$ cat src/rtl/md4_pkg.sv
// md4_pkg: shared constants, types and helpers for the MD4 round-2 sequencer.
//   K_R2      additive round-2 constant
//   R2_SHIFT  per-step rotate amounts, indexed by step mod 4
//   r2_word   message word index used by round-2 step i
//   rotl32    32-bit rotate left
package md4_pkg;

  localparam logic [31:0] K_R2 = 32'h5A827999;

  localparam logic [4:0] R2_SHIFT [0:3] = '{5'd3, 5'd5, 5'd9, 5'd13};

  typedef enum logic [1:0] {
    ST_IDLE = 2'd0,
    ST_RUN  = 2'd1,
    ST_DONE = 2'd2
  } r2_state_e;

  // k = 4*(i mod 4) + (i div 4) is a swap of the two index nibbles.
  function automatic logic [3:0] r2_word(input logic [3:0] i);
    return {i[1:0], i[3:2]};
  endfunction

  // Upper half of the doubled word shifted left is the rotation.
  function automatic logic [31:0] rotl32(input logic [31:0] x, input logic [4:0] s);
    logic [63:0] w;
    w = {x, x} << s;
    return w[63:32];
  endfunction

endpackage

$ cat src/rtl/md4_r2_step.sv
// md4_r2_step: one combinational MD4 round-2 step.
//   i_a..i_d  working words entering the step
//   i_xk      selected message word
//   i_s       rotate amount
//   o_t       rotl32(A + G(B,C,D) + Xk + K_R2, s)
module md4_r2_step
  import md4_pkg::*;
(
  input  logic [31:0] i_a,
  input  logic [31:0] i_b,
  input  logic [31:0] i_c,
  input  logic [31:0] i_d,
  input  logic [31:0] i_xk,
  input  logic [4:0]  i_s,
  output logic [31:0] o_t
);

  logic [31:0] w_g;
  logic [31:0] w_sum;

  // Bitwise majority of B, C, D.
  assign w_g   = (i_b & i_c) | (i_b & i_d) | (i_c & i_d);
  assign w_sum = i_a + w_g + i_xk + K_R2;
  assign o_t   = rotl32(w_sum, i_s);

endmodule

$ cat src/rtl/md4_round2_seq.sv
// md4_round2_seq: iterative MD4 round-2 sequencer over a shared step datapath.
// Build option: define MD4_R2_TWO_STEP_EN to cascade two step instances and
// retire two steps per clock (8-cycle RUN instead of 16).
//   clk, rst_n            clock, async active-low reset
//   in_valid/in_ready     upstream handshake (ready only in IDLE)
//   a_in..d_in, x_in      chaining words and 512-bit message block
//   out_valid/out_ready   downstream handshake (valid only in DONE)
//   a_out..d_out          round-2 result, held until accepted
//   busy, step            RUN indicator and current step index
module md4_round2_seq
  import md4_pkg::*;
(
  input  logic         clk,
  input  logic         rst_n,
  input  logic         in_valid,
  output logic         in_ready,
  input  logic [31:0]  a_in,
  input  logic [31:0]  b_in,
  input  logic [31:0]  c_in,
  input  logic [31:0]  d_in,
  input  logic [511:0] x_in,
  output logic         out_valid,
  input  logic         out_ready,
  output logic [31:0]  a_out,
  output logic [31:0]  b_out,
  output logic [31:0]  c_out,
  output logic [31:0]  d_out,
  output logic         busy,
  output logic [3:0]   step
);

  r2_state_e         r_state;
  logic [3:0]        r_step;
  logic [31:0]       r_a, r_b, r_c, r_d;
  logic [15:0][31:0] r_x;
  logic [31:0]       r_ao, r_bo, r_co, r_do;

  logic [31:0] w_t0;
  logic [31:0] w_na, w_nb, w_nc, w_nd;

  md4_r2_step u_step0 (
    .i_a  (r_a),
    .i_b  (r_b),
    .i_c  (r_c),
    .i_d  (r_d),
    .i_xk (r_x[r2_word(r_step)]),
    .i_s  (R2_SHIFT[r_step[1:0]]),
    .o_t  (w_t0)
  );

`ifdef MD4_R2_TWO_STEP_EN
  localparam logic [3:0] STEP_INC  = 4'd2;
  localparam logic [3:0] STEP_LAST = 4'd14;

  logic [3:0]  w_step1;
  logic [31:0] w_t1;

  // step is always even here, so i+1 never carries.
  assign w_step1 = r_step | 4'd1;

  // Second step sees the words after the first rotation: (D, T0, B, C).
  md4_r2_step u_step1 (
    .i_a  (r_d),
    .i_b  (w_t0),
    .i_c  (r_b),
    .i_d  (r_c),
    .i_xk (r_x[r2_word(w_step1)]),
    .i_s  (R2_SHIFT[w_step1[1:0]]),
    .o_t  (w_t1)
  );

  assign {w_na, w_nb, w_nc, w_nd} = {r_c, w_t1, w_t0, r_b};
`else
  localparam logic [3:0] STEP_INC  = 4'd1;
  localparam logic [3:0] STEP_LAST = 4'd15;

  assign {w_na, w_nb, w_nc, w_nd} = {r_d, w_t0, r_b, r_c};
`endif

  always_ff @(posedge clk or negedge rst_n) begin
    if (!rst_n) begin
      r_state <= ST_IDLE;
      r_step  <= '0;
      r_a     <= '0;
      r_b     <= '0;
      r_c     <= '0;
      r_d     <= '0;
      r_x     <= '0;
      r_ao    <= '0;
      r_bo    <= '0;
      r_co    <= '0;
      r_do    <= '0;
    end else begin
      case (r_state)
        ST_IDLE: begin
          if (in_valid) begin
            r_a     <= a_in;
            r_b     <= b_in;
            r_c     <= c_in;
            r_d     <= d_in;
            r_x     <= x_in;
            r_step  <= '0;
            r_state <= ST_RUN;
          end
        end
        ST_RUN: begin
          r_a <= w_na;
          r_b <= w_nb;
          r_c <= w_nc;
          r_d <= w_nd;
          if (r_step == STEP_LAST) begin
            // After a multiple of 4 steps the words are back in A,B,C,D order.
            r_ao    <= w_na;
            r_bo    <= w_nb;
            r_co    <= w_nc;
            r_do    <= w_nd;
            r_step  <= '0;
            r_state <= ST_DONE;
          end else begin
            r_step <= r_step + STEP_INC;
          end
        end
        ST_DONE: begin
          if (out_ready) r_state <= ST_IDLE;
        end
        default: begin
          r_step  <= '0;
          r_state <= ST_IDLE;
        end
      endcase
    end
  end

  // Handshake outputs decode the state register only.
  assign in_ready  = (r_state == ST_IDLE);
  assign out_valid = (r_state == ST_DONE);
  assign busy      = (r_state == ST_RUN);
  assign step      = r_step;
  assign a_out     = r_ao;
  assign b_out     = r_bo;
  assign c_out     = r_co;
  assign d_out     = r_do;

endmodule
$ cat config.mk
export PLATFORM = sky130hd
export DESIGN_NAME = md4_round2_seq
export DESIGN_NICKNAME = d
export VERILOG_FILES = /design/src/rtl/md4_pkg.sv /design/src/rtl/md4_r2_step.sv /design/src/rtl/md4_round2_seq.sv
export SDC_FILE = /design/constraint.sdc
export NUM_CORES = 1
export LEC_CHECK = 0
export CAP_MARGIN = 0
export CORE_AREA = 3 3 313 315
export CTS_CLUSTER_DIAMETER = 100
export DETAILED_ROUTE_END_ITERATION = 8
export DIE_AREA = 0 0 316 318
export PLACE_DENSITY_LB_ADDON = 0.25
export SLEW_MARGIN = 25
export SYNTH_ARGS = -nofsm -noshare
export SYNTH_HDL_FRONTEND = slang
export SYNTH_SLANG_ARGS = --single-unit
$ cat constraint.sdc
create_clock -name clk -period 6.35 [get_ports clk]
set_input_delay 1.27 -clock clk [delete_from_list [all_inputs] [get_ports clk]]
set_output_delay 1.27 -clock clk [all_outputs]
set_load 0.01 [all_outputs]
==> Word-level counts from Yosys, hierarchy flattened <==
Index checks and enable logic that the tools add are counted.
{ "word_totals": {"reg_bits": 774, "output_inout_bits": 135, "in_bits": 644, "wordCells": 73} }
{ "op_classes": {"n_eq_ne": 6, "n_bitwise": 7, "n_shift": 1, "n_addsub": 4, "reduce_logical": 7, "order_cmp": 2, "n_mux": 20} }
{ "op_table": {"columns": ["cell", "count"], "rows": [
  ["$pmux 32 s2", 4],
  ["$mux 32", 5],
  ["$bmux 32 s4", 1],
  ["$and 32x32->32", 3],
  ["$add 32x32->32", 2],
  ["$or 32x32->32", 2],
  ["$shl 64x5->64", 1],
  ["$add 32x31->32 const B", 1],
  ["$pmux 4 s3", 1],
  ["$bmux 5 s2", 1],
  ["$mux 5", 2],
  ["$mux 4", 2],
  ["$reduce_and 2->1", 4],
  ["$mux 2", 3],
  ["$pmux 2 s3", 1],
  ["$lt 4x5->1 const B", 1],
  ["$add 4x1->4 const B", 1],
  ["$eq 4x4->1 const B", 1],
  ["$ne 2x1->1 const B", 2],
  ["$ge 3x3->1 const B", 1],
  ["$not 2->3", 1],
  ["$reduce_and 3->1", 1],
  ["$eq 2x1->1 const B", 1],
  ["$eq 2x2->1 const B", 1],
  ["4 further kinds", 4]
]} }

==> Longest topological paths before layout <==
Gate-level depths: netlist (run 1).
{ "logic_depth": {"ltp_word": 8, "depth_mapped": 20, "ltp_nobuf": 16} }

==> Modules after synthesis <==
A second synthesis (run 1) with hierarchy kept.
{ "hier_totals": {"hier_cells": 3244, "hier_area_um2": 40467.6} }
{ "modules_own_cells": {"columns": ["module", "area_per_inst_um2", "cells_each", "n_inst", "seq_area_each_um2"], "rows": [
  ["md4_round2_seq", 33558.4, 2286, 1, 19368.6],
  ["md4_r2_step", 6909.1, 958, 1, 0.0]
]} }

==> Worst setup path after synthesis (run 1) <==
No wires, ideal clock.
{ "synth_timing": {"path_type": "register -> register", "start": "reg r_step[2], in the netlist step[2]", "end": "reg r_bo[10], in the netlist b_out[10]", "n_path_buf": 3, "required_time_ns": 6.225, "stages_incl_launch_ff": 19, "setup_slack_ns": 0.437, "synth_period_minus_slack_ns": 5.913, "t_arrival_ns": 5.788, "setup_ns": 0.125, "path_cell_list": "dfrtp_1 -> buf_2 -> buf_2 -> buf_1 -> mux4_2 -> mux4_2 -> fa_1 -> ha_1 -> ha_1 -> fa_1 -> a211oi_1 -> o211ai_2 -> a31oi_2 -> o211ai_2 -> mux2i_1 -> o211ai_1 -> or2_1 -> a31o_1 -> mux2_4"} }
{ "synth_via": {"elab_chain_cells": 5, "elab_cells_between_ends": 7, "classes_between": "2 x add/sub; 1 x eq/ne; 1 x shift; 2 x mux; 1 x reduce/logical"} }
{ "synth_lines": {"columns": ["item", "line_no", "rtl"], "rows": [
  ["start, declared", "md4_round2_seq.sv:33", "logic [3:0] r_step;"],
  ["start signal, assigned", "md4_round2_seq.sv:120", "r_step <= r_step + STEP_INC;"],
  ["$bmux 32 s4", "md4_round2_seq.sv:46", ".i_xk (r_x[r2_word(r_step)]),"],
  ["$mux 32 (not written as such)", "md4_round2_seq.sv:46", null],
  ["$add 32x32->32", "md4_r2_step.sv:23", "assign w_sum = i_a + w_g + i_xk + K_R2;"],
  ["$add 32x31->32", "md4_r2_step.sv:23", null],
  ["$shl 64x5->64", "md4_pkg.sv:26", "w = {x, x} << s;"],
  ["end signal, assigned", "md4_round2_seq.sv:114", "r_bo <= w_nb;"],
  ["end, declared", "md4_round2_seq.sv:36", "logic [31:0] r_ao, r_bo, r_co, r_do;"]
]} }
Several ways; a longest one is shown, not always the timed one. The select of a mux whose other input is x is not followed.
A chain may end at the register's enable or synchronous reset.

==> Worst setup path in the final report (run 1) <==
{ "layout_timing": {"start": "reg r_step[2], in the netlist step[2]", "end": "reg r_b[31]"} }
{ "layout_via": {"elab_chain_cells": 6} }
{ "layout_lines": {"columns": ["item", "line_no", "rtl"], "rows": [
  ["$bmux 32 s4", "md4_round2_seq.sv:46", null],
  ["$mux 32 (not written as such)", "md4_round2_seq.sv:46", null],
  ["$add 32x32->32", "md4_r2_step.sv:23", null],
  ["$add 32x31->32", "md4_r2_step.sv:23", null],
  ["$shl 64x5->64", "md4_pkg.sv:26", null],
  ["$pmux 32 s2", "md4_round2_seq.sv:94", "case (r_state)"],
  ["end signal, assigned", "md4_round2_seq.sv:98", "r_b <= b_in;"],
  ["end signal, assigned", "md4_round2_seq.sv:108", "r_b <= w_nb;"],
  ["end, declared", "md4_round2_seq.sv:34", "logic [31:0] r_a, r_b, r_c, r_d;"]
]} }
Every way passes these cells. The select of a mux whose other input is x is not followed.

==> results.json, run 1 <==
{
  "die_x_um": 316,
  "cts_htree_levels": 3,
  "max_slew_margin": 0.247,
  "first_pass_iters": 6,
  "routedWlPerCell_um": 23.2,
  "synth_cell_types": 84,
  "synth.avg_cell_area_um2": 9.29,
  "vias": 32600,
  "row_count": 113,
  "synth-edff-count": 0,
  "io_buffers": 778,
  "rsz0062_at_grt": "no",
  "cts_hold_buffers": 0,
  "track_usage": 0.279,
  "wirelength_um": 142000,
  "synth_cells": 4112,
  "via_per_inst": 5.30,
  "yosys_warnings": 0,
  "cap_violations": 0,
  "core_um2": 95200,
  "setup_violations": 0,
  "io_pins": 779,
  "drcViolationCount": 0,
  "gp_congestion": 0.895,
  "syn-cell-area_um2": 38200,
  "start_util": 0.401,
  "path_clk_slew_ps": 70,
  "num-nets-final": 5516,
  "die-area_um2": 100000,
  "yosysTopAreaCell": "dfrtp_1",
  "first_global_vias": 32500,
  "syn_nets": 4851,
  "layout.cells.non_filler": 6145,
  "cts_resized": 0,
  "worstSkewPairLatency_ps": 670,
  "cts_tree": "yes",
  "ant_nets": 0,
  "pre_cts_slack_ps": 255,
  "period_minus_slack_ps": 5920,
  "setup_ws_ps": 432,
  "finalHoldViolations": 0,
  "grt_start_max_net_pins": 210,
  "numCtsBuffers": 85,
  "synth.top_cells.by_area": "dfrtp_1 (51%), nand2_1 (21%), mux4_2 (9.7%)",
  "crit_type": "flip-flop to flip-flop",
  "dp_cells": 5954,
  "synth_seq_cells": 774,
  "timing.fmax_mhz": 169,
  "period_share": 0.932,
  "fin_setup_tns_ps": 0,
  "async_reset_ff_frac": 1.00,
  "seq_area_frac_synth": 0.507,
  "dr.first_iter.drc_count": 3255,
  "critPathLaunchType": "flip-flop",
  "status": "finished, final reports clean",
  "cts_root_buffer": "clkbuf_16",
  "netlist.area_leader.share": 0.507,
  "grt_overflow_total": 0,
  "grt_pass1_wl_um": 209000,
  "synthToLayoutAreaGrowth_pct": 31.8,
  "antenna_found_initial": 57,
  "hold_class": "flip-flop to flip-flop",
  "crit_path_end_kind": "flip-flop",
  "die_h_um": 318,
  "layout_commonest_cell": "nand2_1",
  "cp.arrival_ps": 6440,
  "critPathRequiredTime_ps": 6870,
  "place_hpwl_um": 107000,
  "cts_sinks": 774,
  "slew_viol_final": 0,
  "critPathMaxFanout": 17,
  "synthFlopType": "dfrtp_1",
  "fin_worst_skew_ps": 30.9,
  "final_cell_mix": "nand2_1 (2105), clkdlybuf4s50_1 (777), dfrtp_1 (771), mux4_2 (164)",
  "layout-drive-gt1-share": 0.0836,
  "clk_path_buf_depth": 3,
  "place_area_um2": 47200,
  "fin_area_um2": 50300,
  "worst_pin_slew_ps": 1130,
  "post_cts_buffers": 0
}
[flip-flops by register name, summed over array words and instances, names as in the netlist]
register / cells
r_state: 2
step: 4
d_out: 32
r_b: 32
a_out: 32
c_out: 32
b_out: 32
r_x: 512
r_c: 32
r_a: 32
r_d: 32
[layer usage]
| metal | vias to the layer above | share of wire | routed length, um | track usage |
|---|---|---|---|---|
| met5 | - | 0.0017 | 249 | 0 |
| met4 | 36 | 0.038 | 5350 | 0.112 |
| met3 | 239 | 0.084 | 12000 | 0.0759 |
| met2 | 1231 | 0.47 | 67600 | 0.442 |
| met1 | 16100 | 0.40 | 57300 | 0.364 |
| li1 | 14900 | - | - | - |
[layout make-up]
cell class | count | area [um2]
timing repair buffer | 838 | 8440
antenna | 35 | 87.6
clock inverter | 25 | 444
inverter | 73 | 279
multi-input combinational | 3005 | 17600
sequential | 774 | 19400
clock buffer | 130 | 2530
fill | 8738 | 44800
tap | 1265 | 1580
[worst paths after layout]
path / endpoint / slack [ps] / startpoint / cells after the start
setup / recovery: r_b[31] / 430 / step[2] / 15
hold / removal: r_x[477] / 470 / r_x[477] / 2
hold reg to reg: r_x[477] / 470 / r_x[477] / 2
max in group asynchronous: r_x[343] / 4240 / rst_n / 2
setup reg to reg: r_b[31] / 430 / step[2] / 15
min in group asynchronous: a_out[0] / 680 / rst_n / 1
[through the flow]
step                       util  hold slack (ps)
after floorplan               -              440
final                     0.529              467
after global placement    0.496              453
after global routing      0.528              485
after CTS                 0.527              471
after detailed placement  0.496              457
[worst max-delay path, cell delays in order (launching register included)]
cell and delay (ps):
dfrtp_4 670, buf_4 420, mux4_2 640, mux4_2 580, fa_1 500, ha_1 290, ha_1 480, nand4_1 250
nor2_1 290, nand2_1 100, o21ai_2 240, mux2_2 380, a31o_2 250, o311a_1 170, a222oi_1 360, o41ai_1 120
[logic make-up after synthesis]
logic type | share of synthesized area
fa+ha+maj | 0.0409
xor+xnor | 0.00619
mux | 0.109
compound gates | 0.0736
buf+inv | 0.0336
simple gates | 0.229
flops | 0.507
[cell usage after synthesis (5+ instances only)]
master       n
nand2_1   2106
dfrtp_1    774
clkbuf_1   213
mux4_2     164
a22oi_1     87
inv_1       70
o21ai_0     69
a21oi_1     68
ha_1        64
nor2_1      40
a21o_1      37
fa_1        31
mux2i_1     30
buf_1       27
nor3_1      27
and3_1      25
a221o_1     21
o211ai_1    20
xnor2_1     19
buf_2       16
mux2_2      15
maj3_1      14
nand3_1     11
o21ai_1     11
a31oi_1     10
nand2b_1    10
a211oi_1     8
nand4_1      8
o21a_1       8
xor2_1       8
and2_1       5
and4_1       5
Power of run 1 is not shown: default switching activity piles up to over one toggle a cycle in this logic, so the estimate is an artifact.
==> run 2: changes to the inputs <==
--- a/config.mk
+++ b/config.mk
@@ -6,11 +6,12 @@
 export NUM_CORES = 1
 export LEC_CHECK = 0
 export CAP_MARGIN = 0
-export CORE_AREA = 3 3 313 315
+export CORE_AREA = 8 8 318 320
 export CTS_CLUSTER_DIAMETER = 100
 export DETAILED_ROUTE_END_ITERATION = 8
-export DIE_AREA = 0 0 316 318
+export DIE_AREA = 0 0 326 328
 export PLACE_DENSITY_LB_ADDON = 0.25
+export SKIP_CTS_REPAIR_TIMING = 1
 export SLEW_MARGIN = 25
 export SYNTH_ARGS = -nofsm -noshare
 export SYNTH_HDL_FRONTEND = slang
==> run 2 against run 1 <==
Core utilization shrank 0.60 points. Fmax is 0.24% lower. Highest routed layer unchanged. Clock skew about the same.
==> results.json, run 2 (synthesis gave the netlist of run 1 again) <==
{
  "status": "finished, final reports clean",
  "path_clk_slew_ps": 60,
  "top_usage_layer": "met2",
  "period_minus_slack_ps": 5930,
  "cts_sinks": 774,
  "layout-drive-gt1-share": 0.0836,
  "via_per_inst": 5.31,
  "crit_slowest_cell": "dfrtp_4",
  "cp.buffers_inverters": 1,
  "cp_slowest_stage_delay_ps": 600,
  "fin_worst_skew_ps": 30.7,
  "cts_root_buffer": "clkbuf_16",
  "vias": 32700,
  "largest_register": "r_x",
  "reg2reg_to": "b_out[21]",
  "die-area_um2": 107000,
  "min_from": "r_x[326]",
  "start_util": 0.398,
  "num-nets-final": 5518,
  "antenna_found_initial": 62,
  "die_h_um": 328,
  "cts_htree_levels": 3,
  "timing.fmax_mhz": 169,
  "first_pass_iters": 6,
  "finalHoldViolations": 0,
  "reg2reg_from": "step[2]",
  "cap_violations": 0,
  "io_buffers": 778,
  "r2r_cells": 15,
  "grtUsageMet2": 0.423,
  "met1_usage": 0.350,
  "max_slew_margin": 0.233,
  "clk_path_buf_depth": 3,
  "crit_path_end_kind": "flip-flop",
  "core_um2": 96000,
  "track_usage": 0.264,
  "critPathMaxFanout": 16,
  "hold_class": "flip-flop to flip-flop",
  "cts_tree": "yes",
  "final_cell_mix": "nand2_1 (2105), clkdlybuf4s50_1 (777), dfrtp_1 (771), mux4_2 (164), clkbuf_16 (90)",
  "hold_end": "r_x[326]",
  "fin_setup_tns_ps": 0,
  "critPathLaunchType": "flip-flop",
  "grt_overflow_total": 0,
  "drcViolationCount": 0,
  "rsz0062_at_grt": "no",
  "hold_depth": 2,
  "gp_congestion": 0.893,
  "slew_viol_final": 0,
  "die_x_um": 326,
  "place_hpwl_um": 110000,
  "crit_chain": "buf_4 > mux4_2 > mux4_2 > fa_1 > fa_1 > ha_1 > and4_4 > and3_1 > nand3_2 > a211oi_1 > nor2_1 > o211ai_1 > mux2_2 > o21ai_1 > mux2_2",
  "layout.cells.non_filler": 6158,
  "largest_reg_flops": 512,
  "fillerInstances": 8805,
  "r2r_setup_slack_ps": 420,
  "worstSkewPairLatency_ps": 660,
  "worst_pin_slew_ps": 1150,
  "routedWlPerCell_um": 23.6,
  "first_global_vias": 33200,
  "row_count": 114,
  "cp.arrival_ps": 6460,
  "numCtsBuffers": 87,
  "grt_util_met3": 0.0708,
  "setup_violations": 0,
  "crit_type": "flip-flop to flip-flop",
  "period_share": 0.934,
  "dp_cells": 5965,
  "synthToLayoutAreaGrowth_pct": 31.4,
  "critPathRequiredTime_ps": 6880,
  "layout_commonest_cell": "nand2_1",
  "io_pins": 779,
  "wirelength_um": 145000,
  "grt_start_max_net_pins": 202,
  "grt_pass1_wl_um": 216000,
  "ant_nets": 0,
  "cp_top_family": "multiplexers",
  "dr.first_iter.drc_count": 3153
}
[run 2: worst max path at each step]
stage / to / slack [ps] / startpoint / cells past startpoint
final: b_out[21] / 420 / step[2] / 15
after global routing: b_out[0] / 170 / step[2] / 15
after CTS: b_out[21] / 480 / step[2] / 15
after detailed placement: b_out[21] / 510 / step[2] / 15
after global placement: b_out[21] / 570 / step[2] / 15
after floorplan: b_out[10] / 440 / step[2] / 18
[run 2: cell type report]
type	instances	area, um2	share of cell area
Timing Repair Buffer	838	8460	0.169
Clock inverter	22	210	0.00419
Sequential cell	774	19400	0.386
Antenna cell	37	92.6	0.00185
Multi-Input combinational cell	3005	17600	0.350
Clock buffer	133	2600	0.0519
Inverter	73	279	0.00556
Tap cell	1276	1600	0.0318
[run 2: stage by stage]
| step | utilization | instance area [um2] | hold WS (ps) | setup WS (ps) |
|---|---|---|---|---|
| 5_1_grt | 0.522 | 50100 | 481 | 174 |
| 2_1_floorplan | - | 38200 | 440 | 437 |
| 3_5_place_dp | 0.492 | 47200 | 457 | 509 |
| 3_3_place_gp | 0.492 | 47200 | 453 | 575 |
| 4_1_cts | 0.521 | 50100 | 472 | 478 |
| 6_report | 0.523 | 50200 | 468 | 418 |
[run 2: per-layer routing]
metal  routed length (um)  vias up
li1                     -    15000
met1                60200    16200
met2                69200     1225
met3                11400      235
met4                 4170       36
met5                  236        -
[run 2: worst min-delay path: cells and delay by family, from the launching register on]
kind | cells | cell delay, ps
AND/OR/NAND/NOR | 2 | 100
flip-flops | 1 | 330
Power of run 2 is left out for the same reason.
